File: src/rtl/mem_port_arbiter.sv
// mem_port_arbiter: shares one single-port memory between instruction fetch
// and the load/store stage. One transaction is outstanding at a time. Data
// accesses win arbitration, but after MAX_D_STREAK data grants in a row with a
// fetch waiting, the fetch is served. Responses are passed straight through
// from the memory and qualified by per-requester valid pulses.
module mem_port_arbiter #(
  parameter int ADDR_W       = 32,
  parameter int DATA_W       = 32,
  parameter int MAX_D_STREAK = 4
) (
  input  logic                clk,
  input  logic                rst,
  // instruction fetch requester
  input  logic                i_req,
  input  logic [ADDR_W-1:0]   i_addr,
  output logic [DATA_W-1:0]   i_rdata,
  output logic                i_valid,
  output logic                i_stall,
  // load/store requester
  input  logic                d_req,
  input  logic                d_we,
  input  logic [ADDR_W-1:0]   d_addr,
  input  logic [DATA_W-1:0]   d_wdata,
  input  logic [DATA_W/8-1:0] d_wstrb,
  output logic [DATA_W-1:0]   d_rdata,
  output logic                d_valid,
  output logic                d_stall,
  // memory port
  output logic                mem_req,
  output logic                mem_we,
  output logic [ADDR_W-1:0]   mem_addr,
  output logic [DATA_W-1:0]   mem_wdata,
  output logic [DATA_W/8-1:0] mem_wstrb,
  input  logic                mem_gnt,
  input  logic                mem_rvalid,
  input  logic [DATA_W-1:0]   mem_rdata,
  output logic                protocol_err
);

  typedef enum logic [2:0] {
    S_IDLE,
    S_CMD_I,
    S_CMD_D,
    S_WAIT_I,
    S_WAIT_D
  } state_t;

  localparam logic [3:0] STREAK_MAX = 4'(MAX_D_STREAK);

  state_t              r_state;
  logic [3:0]          r_streak;
  logic                r_mem_req;
  logic                r_mem_we;
  logic [ADDR_W-1:0]   r_mem_addr;
  logic [DATA_W-1:0]   r_mem_wdata;
  logic [DATA_W/8-1:0] r_mem_wstrb;
  logic                r_protocol_err;

  // Arbitration: data first, unless a waiting fetch has seen a full streak.
  logic w_streak_full;
  logic w_grant_d;
  logic w_grant_i;
  logic w_in_wait;

  assign w_streak_full = (r_streak == STREAK_MAX);
  assign w_grant_d     = d_req && !(i_req && w_streak_full);
  assign w_grant_i     = !w_grant_d && i_req;
  assign w_in_wait     = (r_state == S_WAIT_I) || (r_state == S_WAIT_D);

  // Responses are combinational so the requester sees data in the rvalid cycle.
  assign i_valid = (r_state == S_WAIT_I) && mem_rvalid;
  assign d_valid = (r_state == S_WAIT_D) && mem_rvalid;
  assign i_rdata = mem_rdata;
  assign d_rdata = mem_rdata;
  assign i_stall = i_req && !i_valid;
  assign d_stall = d_req && !d_valid;

  assign mem_req      = r_mem_req;
  assign mem_we       = r_mem_we;
  assign mem_addr     = r_mem_addr;
  assign mem_wdata    = r_mem_wdata;
  assign mem_wstrb    = r_mem_wstrb;
  assign protocol_err = r_protocol_err;

  // Transaction FSM: grant, latch command, hold it until gnt, wait for rvalid.
  // NOTE: every register here is assigned with <= so all of them update from
  // the same pre-edge values; blocking = would let later lines see new state.
  always_ff @(posedge clk or posedge rst) begin
    if (rst) begin
      r_state        <= S_IDLE;
      r_streak       <= '0;
      r_mem_req      <= 1'b0;
      r_mem_we       <= 1'b0;
      r_mem_addr     <= '0;
      r_mem_wdata    <= '0;
      r_mem_wstrb    <= '0;
      r_protocol_err <= 1'b0;
    end else begin
      if (mem_rvalid && !w_in_wait) begin
        r_protocol_err <= 1'b1;
      end

      unique case (r_state)
        S_IDLE: begin
          if (w_grant_d) begin
            r_state     <= S_CMD_D;
            r_mem_req   <= 1'b1;
            r_mem_we    <= d_we;
            r_mem_addr  <= d_addr;
            r_mem_wdata <= d_wdata;
            r_mem_wstrb <= d_wstrb;
            if (!i_req) begin
              r_streak <= '0;
            end else if (!w_streak_full) begin
              r_streak <= r_streak + 4'd1;
            end
          end else if (w_grant_i) begin
            r_state     <= S_CMD_I;
            r_mem_req   <= 1'b1;
            r_mem_we    <= 1'b0;
            r_mem_addr  <= i_addr;
            r_mem_wdata <= '0;
            r_mem_wstrb <= '0;
            r_streak    <= '0;
          end
        end
        S_CMD_I: begin
          if (mem_gnt) begin
            r_state   <= S_WAIT_I;
            r_mem_req <= 1'b0;
          end
        end
        S_CMD_D: begin
          if (mem_gnt) begin
            r_state   <= S_WAIT_D;
            r_mem_req <= 1'b0;
          end
        end
        S_WAIT_I,
        S_WAIT_D: begin
          if (mem_rvalid) begin
            r_state <= S_IDLE;
          end
        end
        default: r_state <= S_IDLE;
      endcase
    end
  end

endmodule

File: config.mk
export PLATFORM = sky130hd
export DESIGN_NAME = mem_port_arbiter
export DESIGN_NICKNAME = d
export VERILOG_FILES = /design/src/rtl/mem_port_arbiter.sv
export SDC_FILE = /design/constraint.sdc
export NUM_CORES = 1
export LEC_CHECK = 0
export BUFFER_PORTS_ARGS = -buffer_cell sky130_fd_sc_hd__clkbuf_2
export CAP_MARGIN = 20
export CORE_ASPECT_RATIO = 0.9
export CORE_MARGIN = 8
export CORE_UTILIZATION = 45
export DETAILED_ROUTE_END_ITERATION = 16
export HOLD_SLACK_MARGIN = 0.15
export PLACE_DENSITY = 0.86
export REMOVE_ABC_BUFFERS = 1
export SYNTH_ARGS = -nofsm -noshare
export SYNTH_HDL_FRONTEND = slang
export SYNTH_SLANG_ARGS = --single-unit
File: constraint.sdc
create_clock -name clk -period 3.3 [get_ports clk]
set_clock_uncertainty 0.05 [all_clocks]
set_input_delay 0.165 -clock clk [delete_from_list [all_inputs] [get_ports clk]]
set_output_delay 0.165 -clock clk [all_outputs]
set_load 0.03 [all_outputs]
# After elaboration in Yosys (flattened, before gate mapping)
# Index checks and enable logic that the tools add are counted.
[classes] addsub=1 eq_ne=11 muxes=21 reduce_logical=23
[ops] cell="$mux W32" n=4
[ops] cell="$mux W4" n=5
[ops] cell="$mux W3" n=5
[ops] cell="$pmux W3 S4" n=1
[ops] cell="$logic_and A1 B1 Y1" n=8
[ops] cell="$eq A3 B2 Y1 const B" n=2
[ops] cell="$ne A2 B2 Y1 const B" n=3
[ops] cell="$ne A3 B3 Y1 const B" n=2
[ops] cell="$reduce_and A3 Y1" n=2
[ops] cell="$logic_not A1 Y1" n=5
[ops] cell="$mux W1" n=5
[ops] cell="$add A4 B1 Y4 const B" n=1
[ops] cell="$eq A4 B3 Y1 const B" n=1
[ops] cell="$reduce_and A4 Y1" n=1
[ops] cell="$reduce_bool A2 Y1" n=2
[ops] cell="$reduce_or A2 Y1" n=2
[ops] cell="$eq A3 B1 Y1 const B" n=1
[ops] cell="$eq A3 B3 Y1 const B" n=1
[ops] cell="$logic_not A3 Y1" n=1
[ops] cell="$ne A2 B1 Y1 const B" n=1
[ops] cell="$pmux W1 S2" n=1
[ops] cell="$reduce_and A2 Y1" n=1
[ops] cell="$logic_or A1 B1 Y1" n=1
[word_totals] reg_bits=78 input_bits=139 output_inout_bits=139 wordCells=64

# Logic depth before layout (Yosys ltp)
# Gate-level depths: netlist of the first run.
[depth] word_depth=9 depth_mapped=8 depth_no_buf=5

# Least setup slack after synthesis of the first run
# No wires, ideal clock.
[synth_path] path_kind="register to output" from="register r_state[1]" to="output port d_stall" arrival_ns=2.069 t_required_ns=3.085 path_slack_ns=1.016 stages_incl_launch_ff=4 n_path_buf=1 cell_sequence="dfrtp_1 > clkbuf_1 > nor4bb_1 > nor2_1"
[synth_via] elab_chain_cells=4
[synth_rtl] item="start: declaration" line="50" rtl="state_t r_state;"
[synth_rtl] item="start signal: assignment" line="90" rtl="r_state <= S_IDLE;"
[synth_rtl] item="start signal: assignment" line="106" rtl="r_state <= S_CMD_D;"
[synth_rtl] item="start signal: assignment" line="118" rtl="r_state <= S_CMD_I;"
[synth_rtl] item="$eq A3 B3 Y1" line="72" rtl="assign d_valid = (r_state == S_WAIT_D) && mem_rvalid;"
[synth_rtl] item="$logic_and A1 B1 Y1" line="72"
[synth_rtl] item="net d_valid" line="26" rtl="output logic d_valid,"
[synth_rtl] item="$logic_not A1 Y1" line="76" rtl="assign d_stall = d_req && !d_valid;"
[synth_rtl] item="$logic_and A1 B1 Y1" line="76"
[synth_rtl] item="end: declaration" line="27" rtl="output logic d_stall,"
# The timed path passes the listed nets, and every way through them passes these cells.

# Worst setup path after layout of the first run
[layout_path] from="register r_state[0]" to="register r_mem_addr[29] (netlist: mem_addr[29])"
[layout_via] elab_chain_cells=2
[layout_rtl] item="$logic_not A3 Y1" line="103" rtl="unique case (r_state)"
[layout_rtl] item="$reduce_and A2 Y1 (no line)"
[layout_rtl] item="end signal: assignment" line="109" rtl="r_mem_addr <= d_addr;"
[layout_rtl] item="end signal: assignment" line="121" rtl="r_mem_addr <= i_addr;"
[layout_rtl] item="end: declaration" line="54" rtl="logic [ADDR_W-1:0] r_mem_addr;"
# No other way between the ends.
# A chain may end at the register's enable or synchronous reset.

==> results of run 1 <==
## per-stage QoR
step	instances	hold slack [ns]	worst slack [ns]	power, mW	util
global placement	604	0.281	1.38	3.99	0.518
detailed placement	604	0.281	1.34	4.07	0.518
finish	727	0.193	0.711	5.55	0.673
global route	727	0.192	0.605	5.85	0.673
floorplan	294	0.248	0.697	3.26	-
CTS	725	0.173	0.786	5.52	0.672
## cell families after synthesis
logic type               Yosys count  synth area share
buffers and inverters            107             0.177
multiplexers                       1           0.00249
XOR/XNOR                           1           0.00218
flip-flops                        78             0.486
AO/OA/AOI/OAI                    147             0.239
AND/OR/NAND/NOR                   59            0.0866
adder cells (fa/ha/maj)            2           0.00623
## registers in the layout (all words and copies together) (netlist names)
| name | count |
|---|---|
| mem_addr | 32 |
| r_streak | 4 |
| mem_we | 1 |
| r_state | 3 |
| protocol_err | 1 |
| mem_req | 1 |
| mem_wstrb | 4 |
| mem_wdata | 32 |
## layer usage
metal | vias to the layer above | global-route usage | wire, µm
met5 | - | 0.0583 | 90
li1 | 1787 | - | -
met4 | 2 | 0.176 | 1000
met3 | 54 | 0.167 | 2510
met1 | 1907 | 0.270 | 5650
met2 | 260 | 0.419 | 7930
## cell type report
cell class,instances,area (µm²)
repair buffers,296,2030
well taps,119,149
diodes,2,5.00
clock inverters,6,140
clock buffers,10,138
inverters,6,23.8
flip-flops and latches,78,1950
multi-input cells,210,1350
fillers,663,2820
## power groups by stage
stage               Clock (mW)  Sequential, mW  Combinational, mW
finish                   0.973            1.70               2.88
global route              1.04            1.74               3.06
CTS                      0.996            1.68               2.84
detailed placement           0            1.69               2.38
global placement             0            1.67               2.32
floorplan                    0            2.42              0.839
## worst max-delay path by stage
| stage | end | depth (start not counted) | slack, ns | start |
|---|---|---|---|---|
| after floorplan | r_streak[3] | 3 | 0.70 | r_state[0] |
| after global placement | r_streak[3] | 5 | 1.38 | r_state[0] |
| after detailed placement | mem_addr[15] | 5 | 1.34 | r_state[0] |
| after CTS | mem_addr[15] | 6 | 0.79 | r_state[0] |
| after global routing | mem_addr[19] | 6 | 0.60 | r_state[0] |
| final | mem_addr[29] | 6 | 0.71 | r_state[0] |
## layout by cell type (no fill, tap or decap), types with 4 or more instances in the layout
master,netlist,final
clkbuf_2,0,181
clkbuf_8,0,10
dlygate4sd3_1,0,105
nand3_1,33,33
o21ai_0,32,32
nor2_1,4,4
a21oi_1,34,34
buf_4,65,10
bufinv_16,0,4
inv_1,6,5
dfrtp_1,78,78
a31oi_1,32,32
a22o_1,37,37
## cell usage after synthesis (all sizes together) (2+ instances only)
cell	n	area (µm²)
clkbuf	19	71.3
nand3b	3	22.5
nor2	4	15.0
ha	2	25.0
nand3	33	165
a21oi	34	170
a31o	2	17.5
buf	82	617
o22ai	2	12.5
a32o	2	20.0
o21ai	32	160
nor2b	2	12.5
a31oi	32	200
nand2b	3	18.8
dfrtp	78	1950
nor3	3	37.5
nand2	3	11.3
inv	6	22.5
a22o	37	324
## worst reg2reg max path: stages, from the launching register on
cell and delay [ns]:
dfrtp_1 0.54, nor3_4 0.22, buf_4 0.37, and2_1 0.21, buf_4 0.34, a31oi_1 0.16
dlygate4sd3_1 0.59
==> run metrics, run 1 <==
status complete, no violations; Syn Inst Count roughly 400; Starting Density 0.466; clock sinks 78; Total GRT Usage 0.273; FFs w/ async S/R, synth 1.00; critical path's slowest cell dlygate4sd3_1; Die Height approximately 110 µm; Int Pwr about 3.2 mW; kind of end point of the critical path register; pin count of the biggest net entering global routing 53; sequential share of power 0.306; number of CTS-inserted buffers 9; r2r startpoint r_state[0]; R2R depth 6; Worst-path clk slew about 0.080 ns; clock power share 0.175; CP arrival about 2.8 ns; shortest period the worst path allows between 2 and 3 ns; design area 0.00579 mm²; DR WL/cell 23.6 µm; combinational power share 0.519; DR DRC count 0; worst-margin pin slew about 0.89 ns; layout cells sized above 1 0.351; most frequent CP cell buf_4; Worst Path Max Fanout 35; Area Overhead vs Synth 44.3%; MaxCap Viol Count 0; crit-path cells nor3_4, buf_4, and2_1, buf_4, a31oi_1, dlygate4sd3_1; fin. max-slew vios 0; CP Launch Type register; Fmax achieved roughly 0.39 GHz; period utilisation layout 0.785; sw frac 0.429; via count approximately 4000; Critical Path RT 3.47 ns; cell family with most CP delay buffers and inverters; GPL Wtd Cong slightly above 0.8; initial antenna violation count 2; IO Pins between 200 and 300; warnings from Yosys 0; FP Rows 32; Crit path largest cell delay between 0.5 and 0.6 ns; first-pass GRT wire length about 25000 µm; syn avg cell area about 10 µm²; PwrDens around 960 mW/mm²; H-Tree Depth 3; setup bufs post-CTS 0; post-synth cell types 38; remaining antenna violation count 0; worst hold stages 2; CTS Buffer Depth 2; RSZ-0062 raised after global routing no; clock root cell clkbuf_8; VDD IR-drop max just over 0.0004 V; CTS tree built; final setup fails 0; vias in the first global route 4123; placed inst area 0.00446 mm²; post_cts resized 0; number of flops mapped to enable cells by yosys 0; Lkg Pwr 2.77 nW; setup_tns 0 ns; Mapped Area roughly 0.0040 mm²; die width around 120 µm; sequential area share after synthesis 0.486; headroom to the max-slew limit 0.406; flop-to-flop setup slack 0.71 ns; grt total ovfl 0; P_sw 2.38 mW; worst min path class in -> reg; hold-fix buffers at CTS about 110; Layout Nets 742; later-pin clock latency in the skew report between 0.3 and 0.4 ns; Setup CP Type reg -> reg; wirelength, routed 17200 µm; core area 0.00861 mm²; 1st-iter DRT viols between 200 and 300; #FFs+latches synth between 70 and 80; die area around 0.012 mm²; post-DP HPWL 12000 µm; Synth Flop Type dfrtp_1; Vias/cell approximately 5.5; Final Hold Violating Endpoints 0; DRT Pass-1 Iters 5; Hold Path Origin i_req; IO buf count between 150 and 200; worst path bufs/invs 3; Reg-to-Reg End mem_addr[29]; hold path endpoint r_streak[0]
No activity file was read; power rests on OpenSTA's default activity.
==> run 2, diff against run 1 <==
Settings changed: CORE_UTILIZATION 45 to 38, PLACE_DENSITY 0.86 to 0.78.
Clock period 3.3 ns to 2.2 ns, I/O delays scaled along.
==> run metrics, run 2 (synthesized netlist as in run 1, its figures left out) <==
Lkg Pwr 2.80 nW (+0.79%); Area Overhead vs Synth 45.5%; grt met2 use 0.390 (-0.0289); Critical Path RT 2.04 ns (-1.43 ns); IO buf count 181 (unchanged); RSZ-0062 raised after global routing no; dpl cells 614 (+1.7%); design area 0.00584 mm² (+0.86%); grt total ovfl 0 (unchanged); period utilisation layout 0.880; hold path endpoint i_rdata[10]; Setup CP Type in -> out; met3 GRT Util 0.166 (-0.000707); headroom to the max-slew limit 0.566 (+0.161); worst-margin pin slew 0.650 ns (-0.242 ns); DR DRC count 0 (unchanged); CP Launch Type primary input; worst min path class in -> out; DR WL/cell 25.1 µm (+6.3%); worst hold stages 0 (-2); global routing's busiest layer met2; via count 4200 (+4.7%); Starting Density 0.392 (-0.0746); wirelength, routed 18600 µm (+8.2%); vias in the first global route 4443 (+7.8%); sw frac 0.460 (+0.0314); CP arrival 1.78 ns (-0.98 ns); kind of end point of the critical path primary output; GPL Wtd Cong 0.884 (+6.8%); pin count of the biggest net entering global routing 43 (-19%); FP Rows 35 (+9.4%); Int Pwr 4.16 mW (+31%); Final Hold Violating Endpoints 0 (unchanged); placed inst area 0.00450 mm² (+0.84%); Total GRT Usage 0.260 (-0.0135); shortest period the worst path allows between 1.5 and 2 ns; PwrDens 1320 mW/mm² (+38%); Hold Path Origin mem_rdata[10]; remaining antenna violation count 0 (unchanged); cell family with most CP delay buffers and inverters; P_sw 3.54 mW (+49%); core area 0.0102 mm² (+19%); Crit path largest cell delay 0.54 ns (-0.05 ns); later-pin clock latency in the skew report 0.33 ns (about the same); H-Tree Depth 3 (unchanged); Global Route met1 Usage 0.264 (-0.00555); Fmax achieved a little over 0.5 GHz; Vias/cell 5.68 (+2.9%); Layout Cells excl Fill 740 (+1.8%); setup bufs post-CTS 0 (unchanged); clock sinks 78 (unchanged); die width 124 µm (+7.6%); Reg-to-Reg End mem_addr[12]; Die Height 114 µm (+7.5%); most frequent cells in the layout 181 x clkbuf_2, 107 x dlygate4sd3_1, 78 x dfrtp_1, 37 x a22o_1, 34 x a21oi_1; CTS Buffer Depth 2 (unchanged); most common cell after layout, fill and taps aside clkbuf_2; fin. max-slew vios 0 (unchanged); Worst Path Max Fanout 27 (-23%); final setup fails 0 (unchanged); post-DP HPWL 12800 µm (+6.5%); initial antenna violation count 4 (+2); first-pass GRT wire length 28000 µm (+13%); MaxCap Viol Count 0 (unchanged); flop-to-flop setup slack 0.34 ns (-0.37 ns); worst path bufs/invs 5 (+2); DRT Pass-1 Iters 6 (+1); IO Pins 278 (unchanged); most frequent CP cell clkbuf_2; clock power share 0.176 (about the same); clock root cell clkbuf_16; number of CTS-inserted buffers 9 (unchanged); layout cells sized above 1 0.349 (-0.00280); combinational power share 0.495 (-0.024); critical path's slowest cell dlygate4sd3_1; R2R depth 6 (unchanged); die area 0.0141 mm² (+16%); crit-path cells dlygate4sd3_1, clkbuf_2, inv_1, buf_4, nor2_1, clkbuf_2; VDD IR-drop max 0.000768 V (+85%); Layout Nets 744 (+0.27%); status complete, no violations; 1st-iter DRT viols 451 (+59%); r2r startpoint r_streak[0]; CTS tree built; sequential share of power 0.329 (+0.023)
-- run 2: changes by cell type in the layout (fill, tap and decap cells not counted), moves of 3 or more --
cell / change
bufinv_16: -4
clkbuf_16: +9
clkbuf_8: -10
clkinv_2: +3
-- run 2: metal layers --
metal  share of wire  up-vias
li1                -     1800
met3            0.14       72
met2            0.46      348
met5          0.0053        -
met4           0.047        4
met1            0.34     1976
-- run 2: through the flow --
step                hold slack [ns]  worst slack (ns)  TNS [ns]  utilization  power, mW
floorplan                     0.170            -0.403    -17.73            -       4.89
global placement              0.137             0.515         0        0.439       6.04
detailed placement            0.150             0.478         0        0.439       6.16
CTS                           0.171             0.277         0        0.569       7.69
global route                  0.170             0.168         0        0.570       8.11
finish                        0.170             0.264         0        0.570       7.70
-- run 2: worst max path at each step --
| stage | to | cells after the start | slack [ns] | from |
|---|---|---|---|---|
| final | d_stall | 6 | 0.26 | d_req |
| after global routing | d_stall | 6 | 0.17 | d_req |
| after CTS | d_stall | 6 | 0.28 | d_req |
| after detailed placement | mem_addr[3] | 6 | 0.48 | r_streak[0] |
| after global placement | r_streak[1] | 4 | 0.51 | r_state[0] |
| after floorplan | r_streak[3] | 3 | -0.40 | r_state[0] |
-- run 2: final cells by class --
type / count / area, µm²
Inverter: 6 / 23.8
Timing Repair Buffer: 298 / 2080
Fill cell: 808 / 4410
Antenna cell: 3 / 7.51
Clock buffer: 10 / 229
Sequential cell: 78 / 1950
Multi-Input combinational cell: 210 / 1350
Tap cell: 129 / 161
Clock inverter: 6 / 38.8
-- run 2: what timing repair did --
action,in CTS,in global routing
hold buffers,107,0
endpoints found under the hold margin,112,0
resized for setup,0,0
-- run 2: power by group through the flow --
stage	clock network [mW]	logic [mW]	registers [mW]
after floorplan	0	1.26	3.63
after global placement	0	3.54	2.51
after detailed placement	0	3.62	2.54
after CTS	1.39	3.79	2.52
after global routing	1.44	4.06	2.61
final	1.36	3.81	2.53
==> run 3, diff against run 2 <==
Settings changed: CAP_MARGIN 20 to 25, CORE_ASPECT_RATIO 0.9 to 2.
==> run metrics, run 3 (synthesized netlist as in run 1, its figures left out) <==
status complete, no violations; grt total ovfl 0 (unchanged); Final Hold Violating Endpoints 0 (unchanged); clock power share 0.207 (+0.031); Lkg Pwr 2.82 nW (+0.90%); sequential share of power 0.315 (-0.014); core area 0.0104 mm² (+1.6%); hold path endpoint i_rdata[9]; 1st-iter DRT viols 317 (-30%); Fmax achieved 0.518 GHz (+0.31%); worst hold stages 0 (unchanged); die width 88.7 µm (-29%); Reg-to-Reg End mem_addr[5]; R2R depth 4 (-2); Total GRT Usage 0.236 (-0.0235); GPL Wtd Cong 0.855 (-3.3%); MaxCap Viol Count 0 (unchanged); DR DRC count 0 (unchanged); Layout Nets 743 (-0.13%); period utilisation layout 0.877 (-0.00276); CTS tree built; CP arrival 2.07 ns (+0.29 ns); Min Hold Slack 0.170 ns (-0.0000410 ns); flop-to-flop setup slack 0.27 ns (-0.07 ns); Worst Path Max Fanout 26 (-3.7%); DR WL/cell 22.5 µm (-10%); clock root cell clkbuf_16; combinational power share 0.478 (-0.017); final setup fails 0 (unchanged); H-Tree Depth 3 (unchanged); later-pin clock latency in the skew report 0.32 ns (about the same); pin count of the biggest net entering global routing 46 (+7.0%); Starting Density 0.386 (-0.00617); VDD IR-drop max 0.000647 V (-16%); overall power 7.99 mW (+3.8%); headroom to the max-slew limit 0.581 (+0.0142); post-DP HPWL 11200 µm (-13%); Setup CP Type reg -> reg; design area 0.00591 mm² (+1.2%); IO Pins 278 (unchanged); fin. max-slew vios 0 (unchanged); r2r startpoint r_state[2]; Worst-path clk slew ~0.070 ns; worst-margin pin slew 0.628 ns (-0.0213 ns); P_sw 3.49 mW (-1.5%); Area Overhead vs Synth 47.3%; final core utilization 0.568 (-0.00212); CP Launch Type register; worst min path class in -> out; Int Pwr 4.51 mW (+8.4%); PwrDens 1350 mW/mm² (+2.6%); vias in the first global route 4639 (+4.4%); RSZ-0062 raised after global routing no; layout cells sized above 1 0.351 (+0.00222); Die Height 161 µm (+42%); CTS Buffer Depth 2 (unchanged); fillers 832 (+3.0%); IO buf count 181 (unchanged); wirelength, routed 16800 µm (-9.5%); Hold Path Origin mem_rdata[9]; via count 4132 (-1.6%); first-pass GRT wire length 25500 µm (-8.9%); initial antenna violation count 4 (unchanged); placed inst area 0.00451 mm² (+0.39%); shortest period the worst path allows 1.93 ns (-0.00608 ns); remaining antenna violation count 0 (unchanged); DRT Pass-1 Iters 5 (-1); number of CTS-inserted buffers 9 (unchanged); Vias/cell 5.52 (-2.7%); most frequent cells in the layout 181 x clkbuf_2, 105 x dlygate4sd3_1, 78 x dfrtp_1, 37 x a22o_1, 34 x a21oi_1; Critical Path RT 2.34 ns (+0.30 ns); sw frac 0.436 (-0.0238); die area 0.0143 mm² (+1.4%); kind of end point of the critical path register; FP Rows 53 (+51%); area occupied by multi-input gates 0.00135 mm² (unchanged); Sequential Area 0.00195 mm² (unchanged); clock sinks 78 (unchanged); most common cell after layout, fill and taps aside clkbuf_2
-- run 3: cell count changes in the layout (fill, tap and decap cells not counted) --
cell | previous run | this run
bufinv_16 | 0 | 3
clkinv_4 | 1 | 0
diode_2 | 3 | 4
clkinv_2 | 4 | 2
dlygate4sd3_1 | 107 | 105
buf_4 | 8 | 9
-- run 3: how the worst max path moves through the flow --
stage,start,to,cells past startpoint
finish,r_state[2],mem_addr[5],4
global route,r_state[2],mem_addr[5],4
CTS,r_state[2],mem_addr[5],4
detailed placement,r_state[2],mem_addr[5],4
global placement,r_state[2],mem_addr[5],4
floorplan,r_state[0],r_streak[3],3
-- run 3: power by group through the flow --
| stage | logic [mW] | clock network [mW] | registers, mW |
|---|---|---|---|
| after detailed placement | 3.65 | 0 | 2.51 |
| final | 3.82 | 1.66 | 2.52 |
| after CTS | 3.80 | 1.70 | 2.50 |
| after global placement | 3.57 | 0 | 2.49 |
| after floorplan | 1.26 | 0 | 3.63 |
| after global routing | 4.09 | 1.75 | 2.61 |
-- run 3: repair_timing --
action	in CTS	in global routing
buffers inserted	0	0
gates resized for setup	0	0
hold buffers	105	0
hold endpoints to repair	109	0
-- run 3: area by class of cell --
class	instances	share of cell area
clock inverters	6	0.0186
diodes	4	0.00169
inverters	6	0.00402
multi-input cells	210	0.229
clock buffers	10	0.0387
well taps	137	0.0290
repair buffers	297	0.349
flip-flops and latches	78	0.330
-- run 3: stage by stage --
stage | TNS [ns] | std cells | worst slack, ns
floorplan | -17.73 | 294 | -0.403
global placement | 0 | 623 | 0.423
detailed placement | 0 | 623 | 0.346
CTS | 0 | 744 | 0.343
global route | 0 | 748 | 0.179
finish | 0 | 748 | 0.270
-- run 3: worst max-delay path, stage by stage (launching register included) --
cell     delay (ns)
dfrtp_1        0.50
nor3_4         0.37
and2_1         0.35
buf_4          0.35
a31oi_1        0.16
-- run 3: per-layer routing --
layer  wire (µm)  global-route usage  part of all wire  vias up
li1            -                   -                 -     1796
met2        7940               0.362              0.47      325
met4         750               0.137             0.045        2
met5          53              0.0433            0.0031        -
met3        2440               0.117              0.14       63
met1        5650               0.249              0.34     1946
